<file path="src/rtl/debounce_pkg.sv">
// Shared definitions for the button debounce chain: FSM state encodings,
// legal parameter limits and a small state-decode helper.
package debounce_pkg;

    // Gray-style encoding: bit 1 is the debounced level, and a WAIT state
    // differs from its settled neighbour in one bit.
    localparam logic [1:0] S_LOW       = 2'b00;
    localparam logic [1:0] S_WAIT_HIGH = 2'b01;
    localparam logic [1:0] S_HIGH      = 2'b11;
    localparam logic [1:0] S_WAIT_LOW  = 2'b10;

    localparam int MIN_STABLE_CYCLES = 2;
    localparam int MIN_SYNC_STAGES   = 2;

    // True while a candidate transition is being qualified.
    function automatic logic state_is_busy(input logic [1:0] s);
        return (s == S_WAIT_HIGH) || (s == S_WAIT_LOW);
    endfunction

    // Debounced level presented while sitting in a given state.
    function automatic logic state_level(input logic [1:0] s);
        return (s == S_HIGH) || (s == S_WAIT_LOW);
    endfunction

endpackage

</file>
<file path="src/rtl/sync_ff.sv">
// N-stage single-bit synchronizer for bringing an asynchronous input into
// the clk domain. Pure flop chain, reset to 0.
module sync_ff
    import debounce_pkg::*;
#(
    parameter int STAGES = 2
) (
    input  logic clk,
    input  logic reset_n,
    input  logic d,
    output logic q
);

    logic [STAGES-1:0] chain;

    if (STAGES < MIN_SYNC_STAGES) begin : g_bad_stages
        $error("sync_ff: STAGES must be at least %0d", MIN_SYNC_STAGES);
    end

    // Shift the raw input through the chain; nothing sits between stages.
    always_ff @(posedge clk or negedge reset_n) begin
        if (!reset_n) begin
            chain <= '0;
        end else begin
            chain <= {chain[STAGES-2:0], d};
        end
    end

    assign q = chain[STAGES-1];

endmodule

</file>
<file path="src/rtl/button_debouncer.sv">
// Upstream debounce stage: synchronises a bouncing button input and only
// moves the registered level after the new value has been seen for
// STABLE_CYCLES consecutive synchronised samples. Aborted qualifications
// are tallied in a saturating glitch counter for status/debug.
module button_debouncer
    import debounce_pkg::*;
#(
    parameter int STABLE_CYCLES = 16,
    parameter int SYNC_STAGES   = 2,
    parameter int GLITCH_W      = 8
) (
    input  logic                clk,
    input  logic                reset_n,
    input  logic                noisy_in,
    input  logic                glitch_clr,
    output logic                level,
    output logic                busy,
    output logic [GLITCH_W-1:0] glitch_cnt
);

    localparam int CNT_W = $clog2(STABLE_CYCLES + 1);
    localparam logic [CNT_W-1:0]    CNT_ONE    = CNT_W'(1);
    localparam logic [CNT_W-1:0]    CNT_LAST   = CNT_W'(STABLE_CYCLES - 1);
    localparam logic [GLITCH_W-1:0] GLITCH_ONE = GLITCH_W'(1);
    localparam logic [GLITCH_W-1:0] GLITCH_MAX = '1;

    if (STABLE_CYCLES < MIN_STABLE_CYCLES) begin : g_bad_stable
        $error("button_debouncer: STABLE_CYCLES must be at least %0d", MIN_STABLE_CYCLES);
    end

    logic             sync;
    logic [1:0]       state;
    logic [1:0]       state_nxt;
    logic [CNT_W-1:0] cnt;
    logic [CNT_W-1:0] cnt_nxt;
    logic             abort;

    sync_ff #(
        .STAGES (SYNC_STAGES)
    ) u_sync (
        .clk     (clk),
        .reset_n (reset_n),
        .d       (noisy_in),
        .q       (sync)
    );

    // Next-state and qualification-count logic; the first differing sample
    // is counted as 1, so qualification completes when the count has
    // reached STABLE_CYCLES-1 and one more matching sample arrives.
    always_comb begin
        state_nxt = state;
        cnt_nxt   = cnt;
        abort     = 1'b0;
        case (state)
            S_LOW: begin
                if (sync) begin
                    state_nxt = S_WAIT_HIGH;
                    cnt_nxt   = CNT_ONE;
                end
            end
            S_WAIT_HIGH: begin
                if (!sync) begin
                    state_nxt = S_LOW;
                    cnt_nxt   = '0;
                    abort     = 1'b1;
                end else if (cnt == CNT_LAST) begin
                    state_nxt = S_HIGH;
                    cnt_nxt   = '0;
                end else begin
                    cnt_nxt = cnt + CNT_ONE;
                end
            end
            S_HIGH: begin
                if (!sync) begin
                    state_nxt = S_WAIT_LOW;
                    cnt_nxt   = CNT_ONE;
                end
            end
            S_WAIT_LOW: begin
                if (sync) begin
                    state_nxt = S_HIGH;
                    cnt_nxt   = '0;
                    abort     = 1'b1;
                end else if (cnt == CNT_LAST) begin
                    state_nxt = S_LOW;
                    cnt_nxt   = '0;
                end else begin
                    cnt_nxt = cnt + CNT_ONE;
                end
            end
            default: begin
                state_nxt = S_LOW;
                cnt_nxt   = '0;
            end
        endcase
    end

    // State, counter and the Moore outputs, which are registered decodes of
    // the next state so level and busy come straight from flops.
    always_ff @(posedge clk or negedge reset_n) begin
        if (!reset_n) begin
            state <= S_LOW;
            cnt   <= '0;
            level <= 1'b0;
            busy  <= 1'b0;
        end else begin
            state <= state_nxt;
            cnt   <= cnt_nxt;
            level <= state_level(state_nxt);
            busy  <= state_is_busy(state_nxt);
        end
    end

    // Saturating glitch counter; a clear beats a coincident abort.
    always_ff @(posedge clk or negedge reset_n) begin
        if (!reset_n) begin
            glitch_cnt <= '0;
        end else if (glitch_clr) begin
            glitch_cnt <= '0;
        end else if (abort && (glitch_cnt != GLITCH_MAX)) begin
            glitch_cnt <= glitch_cnt + GLITCH_ONE;
        end
    end

endmodule

</file>
<file path="config.mk">
export PLATFORM = sky130hd
export DESIGN_NAME = button_debouncer
export DESIGN_NICKNAME = d
export VERILOG_FILES = /design/src/rtl/debounce_pkg.sv /design/src/rtl/sync_ff.sv /design/src/rtl/button_debouncer.sv
export SDC_FILE = /design/constraint.sdc
export NUM_CORES = 1
export LEC_CHECK = 0
export CAP_MARGIN = 20
export CORE_MARGIN = 2
export CORE_UTILIZATION = 40
export DETAILED_ROUTE_END_ITERATION = 6
export GPL_ROUTABILITY_DRIVEN = 0
export SYNTH_ARGS = -nofsm -noshare
export SYNTH_HDL_FRONTEND = slang
export SYNTH_SLANG_ARGS = --single-unit
</file>
<file path="constraint.sdc">
create_clock -name clk -period 2.8 [get_ports clk]
set_input_delay 0.42 -clock clk [delete_from_list [all_inputs] [get_ports clk]]
set_output_delay 0.42 -clock clk [all_outputs]
set_load 0.02 [all_outputs]
</file>
==> results.sh <==
export IMPL_outcome="complete, no violations"
export IMPL_cp_required_ns=2.98
export IMPL_rows=19
export IMPL_drv_slew=0
export IMPL_pwr_share_clk_pct=19.5
export IMPL_rr_worst_depth=7
export IMPL_cp_buffers_inverters=1
export IMPL_crit_path_end_kind="flop"
export IMPL_setup_viol=0
export IMPL_synth_fp_nets=119
export IMPL_drt_vias_per_instance=5.47
export IMPL_grt_pass1_wl_um=3470
export IMPL_die_area_um2=3180
export IMPL_core_um2=2690
export IMPL_path_clk_slew_ns=0.10
export IMPL_grt_start_max_net_pins=20
export IMPL_slowest_stage="dfrtp_1"
export IMPL_hpwl_um=1420
export IMPL_syn_area_um2=1100
export IMPL_avgSynthCellArea_um2=10.3
export IMPL_syn2layout_area_growth_pct=15.5
export IMPL_drive_above_1_share_pct=5.83
export IMPL_hold_depth=0
export IMPL_relSlewSlack_pct=43.4
export IMPL_power_density_nw_per_um2=546
export IMPL_worstPathArrival_ns=2.15
export IMPL_clk_insertion_delay_late_ns=0.29
export IMPL_antenna_found_initial=0
export IMPL_synth_async_reset_ratio_pct=100
export IMPL_p_leak_nw=0.529
export IMPL_ys_ff_latch=19
export IMPL_critPathLaunch="cnt[0]"
export IMPL_cts_made_buffers=3
export IMPL_first_pass_iters=4
export IMPL_period_needed_ns=1.98
export IMPL_vias=826
export IMPL_start_util_pct=40.9
export IMPL_synthTopCellsByArea="dfrtp_1 (43%), ha_1 (9.1%), mux2i_1 (3.6%), xnor2_1 (3.2%), o21ai_0 (2.7%)"
export IMPL_track_usage_pct=13.8
export IMPL_crit_fanout=7
export IMPL_timing_rr_start="cnt[0]"
export IMPL_die_x_um=56.4
export IMPL_ctsHoldBuffers=0
export IMPL_critPathLaunchType="flop"
export IMPL_num_nets_final=133
export IMPL_r2r_slack_ns=0.82
export IMPL_critPathTopFamily="simple AND/OR/NAND/NOR gates"
export IMPL_final_hold_viol_count=0
export IMPL_switchingPower_w=0.000234
export IMPL_drc_errors=0
export IMPL_worstHoldPathType="flop to flop"
export IMPL_die_h_um=56.4
export IMPL_clock_sinks=19
export IMPL_netlist_instances=107
export IMPL_p_sw_share_pct=33.8
export IMPL_fin_tns_setup_ns=0
export IMPL_cts_resized=0
export IMPL_root_buffer="clkbuf_4"
export IMPL_crit_top_cell="ha_1"
export IMPL_grt_pass1_vias=813
export IMPL_drt_antenna_violating_nets=0
export IMPL_synthDistinctLibCells=41
export IMPL_hold_slack_ns=0.365
export IMPL_min_period_over_period_pct=70.6
export IMPL_max_freq_mhz=506
export IMPL_rsz0062_at_grt="false"
export IMPL_ir_worst_vdd_mv=0.298
export IMPL_cts_setup_buffers=0
export IMPL_worstHoldStart="u_sync.chain[0]"
export IMPL_path_depth=7
export IMPL_power_internal_w=0.000459
export IMPL_synth_warnings=0
export IMPL_fill_cells=260
export IMPL_io_pins=14
export IMPL_critPathMaxStageDelay_ns=0.39
export IMPL_n_antenna_cell=0
export IMPL_routed_wl_um=1950
export IMPL_maxCapViolCount=0
export IMPL_ys_flop_type="dfrtp_1"
export IMPL_pwr_share_comb_pct=32.4
export IMPL_netlist_top_cells_count="dfrtp_1 (19), ha_1 (8), inv_1 (8), nor2_1 (8)"
export IMPL_timing_worst_setup_path_type="flop to flop"
export IMPL_drt_iter0_markers=15
export IMPL_crit_chain="ha_1 > and4b_1 > nor3_1 > nor4_1 > inv_1 > ha_1 > o21bai_1"
export IMPL_cts_tree="done"
export IMPL_yosys_area_top_type_share_pct=43.2
export IMPL_yosysSeqAreaShare_pct=43.2
export IMPL_worstHoldEndpoint="u_sync.chain[1]"
export IMPL_clock_path_buffers=2
export IMPL_cts_htree_levels=1
export IMPL_worstReg2RegEnd="level"
export IMPL_routedWlPerCell_um=12.9
export IMPL_worst_pin_slew_ns=0.847
export IMPL_seqPwrFrac_pct=48.2
export IMPL_portBuffers=13
export IMPL_overflow=0
export IMPL_yosys_area_top_type="dfrtp_1"
export IMPL_fin_worst_skew_ns=0.00257
export IMPL_synth_most_common_cell="dfrtp_1"
export IMPL_synth_edff_count=0
## flip-flops by register name, indices dropped and copies added (netlist names)
register      cells
cnt               5
state             2
u_sync.chain      2
glitch_cnt        8
busy              1
level             1
## power by group through the flow
stage | Sequential (W) | Clock, W | Combinational, W
after floorplan | 0.000349 | 0 | 0.000150
after global placement | 0.000338 | 0 | 0.000225
after detailed placement | 0.000340 | 0 | 0.000226
after CTS | 0.000335 | 0.000144 | 0.000227
after global routing | 0.000340 | 0.000156 | 0.000254
final | 0.000334 | 0.000135 | 0.000224
## layer usage
layer	part of all wire, %	up-vias	GRT usage, %
li1	-	410	-
met1	48	401	17.7
met2	48	13	22.8
met3	3.2	2	2.07
met4	0.92	0	6.12
met5	0	-	0
## worst max-delay path by stage
| stage | slack, ns | endpoint |
|---|---|---|
| 2_1_floorplan | 0.95 | busy |
| 4_1_cts | 0.80 | busy |
| 6_report | 0.82 | level |
| 5_1_grt | 0.64 | level |
| 3_5_place_dp | 0.83 | level |
| 3_3_place_gp | 0.81 | busy |
## kinds of logic (layout without fill, tap and decap cells)
group / after synthesis / count (layout) / synth area share, %
XOR/XNOR: 5 / 5 / 3.98
flip-flops: 19 / 19 / 43.2
AO/OA/AOI/OAI: 23 / 23 / 15.6
AND/OR/NAND/NOR: 35 / 35 / 18.2
adder cells (fa/ha/maj): 8 / 8 / 9.10
multiplexers: 5 / 5 / 4.89
buffers and inverters: 12 / 25 / 5.00
## layout by cell type (no fill, tap or decap), types with 3 or more instances in the layout
| cell type | count |
|---|---|
| a21oi_1 | 4 |
| clkbuf_4 | 3 |
| nand3_1 | 5 |
| xnor2_1 | 4 |
| nor2_1 | 8 |
| o21ai_0 | 6 |
| inv_1 | 8 |
| nand2_1 | 6 |
| dfrtp_1 | 19 |
| mux2i_1 | 4 |
| clkdlybuf4s50_1 | 13 |
| ha_1 | 8 |
## metrics by stage
stage	cells	instance area, um2	power [W]	util, %	setup slack (ns)
finish	151	1270	0.000693	47.3	0.823
detailed placement	147	1240	0.000566	46.3	0.829
global placement	147	1240	0.000563	46.3	0.811
floorplan	107	1100	0.000499	-	0.945
CTS	151	1270	0.000705	47.3	0.803
global route	151	1270	0.000749	47.3	0.637
## worst reg2reg max path, stage by stage (launching register included)
cell      delay [ns]
dfrtp_1         0.39
ha_1            0.21
and4b_1         0.38
nor3_1          0.10
nor4_1          0.35
inv_1           0.11
ha_1            0.18
o21bai_1        0.14
## layout make-up
| type | count | area (um2) | share of cell area (%) |
|---|---|---|---|
| multi-input cells | 76 | 569 | 44.8 |
| flip-flops and latches | 19 | 475 | 37.4 |
| repair buffers | 13 | 130 | 10.2 |
| well taps | 31 | 38.8 | 3.05 |
| inverters | 8 | 30.0 | 2.36 |
| clock buffers | 4 | 26.3 | 2.07 |
Power figures use the tool's default switching activity.
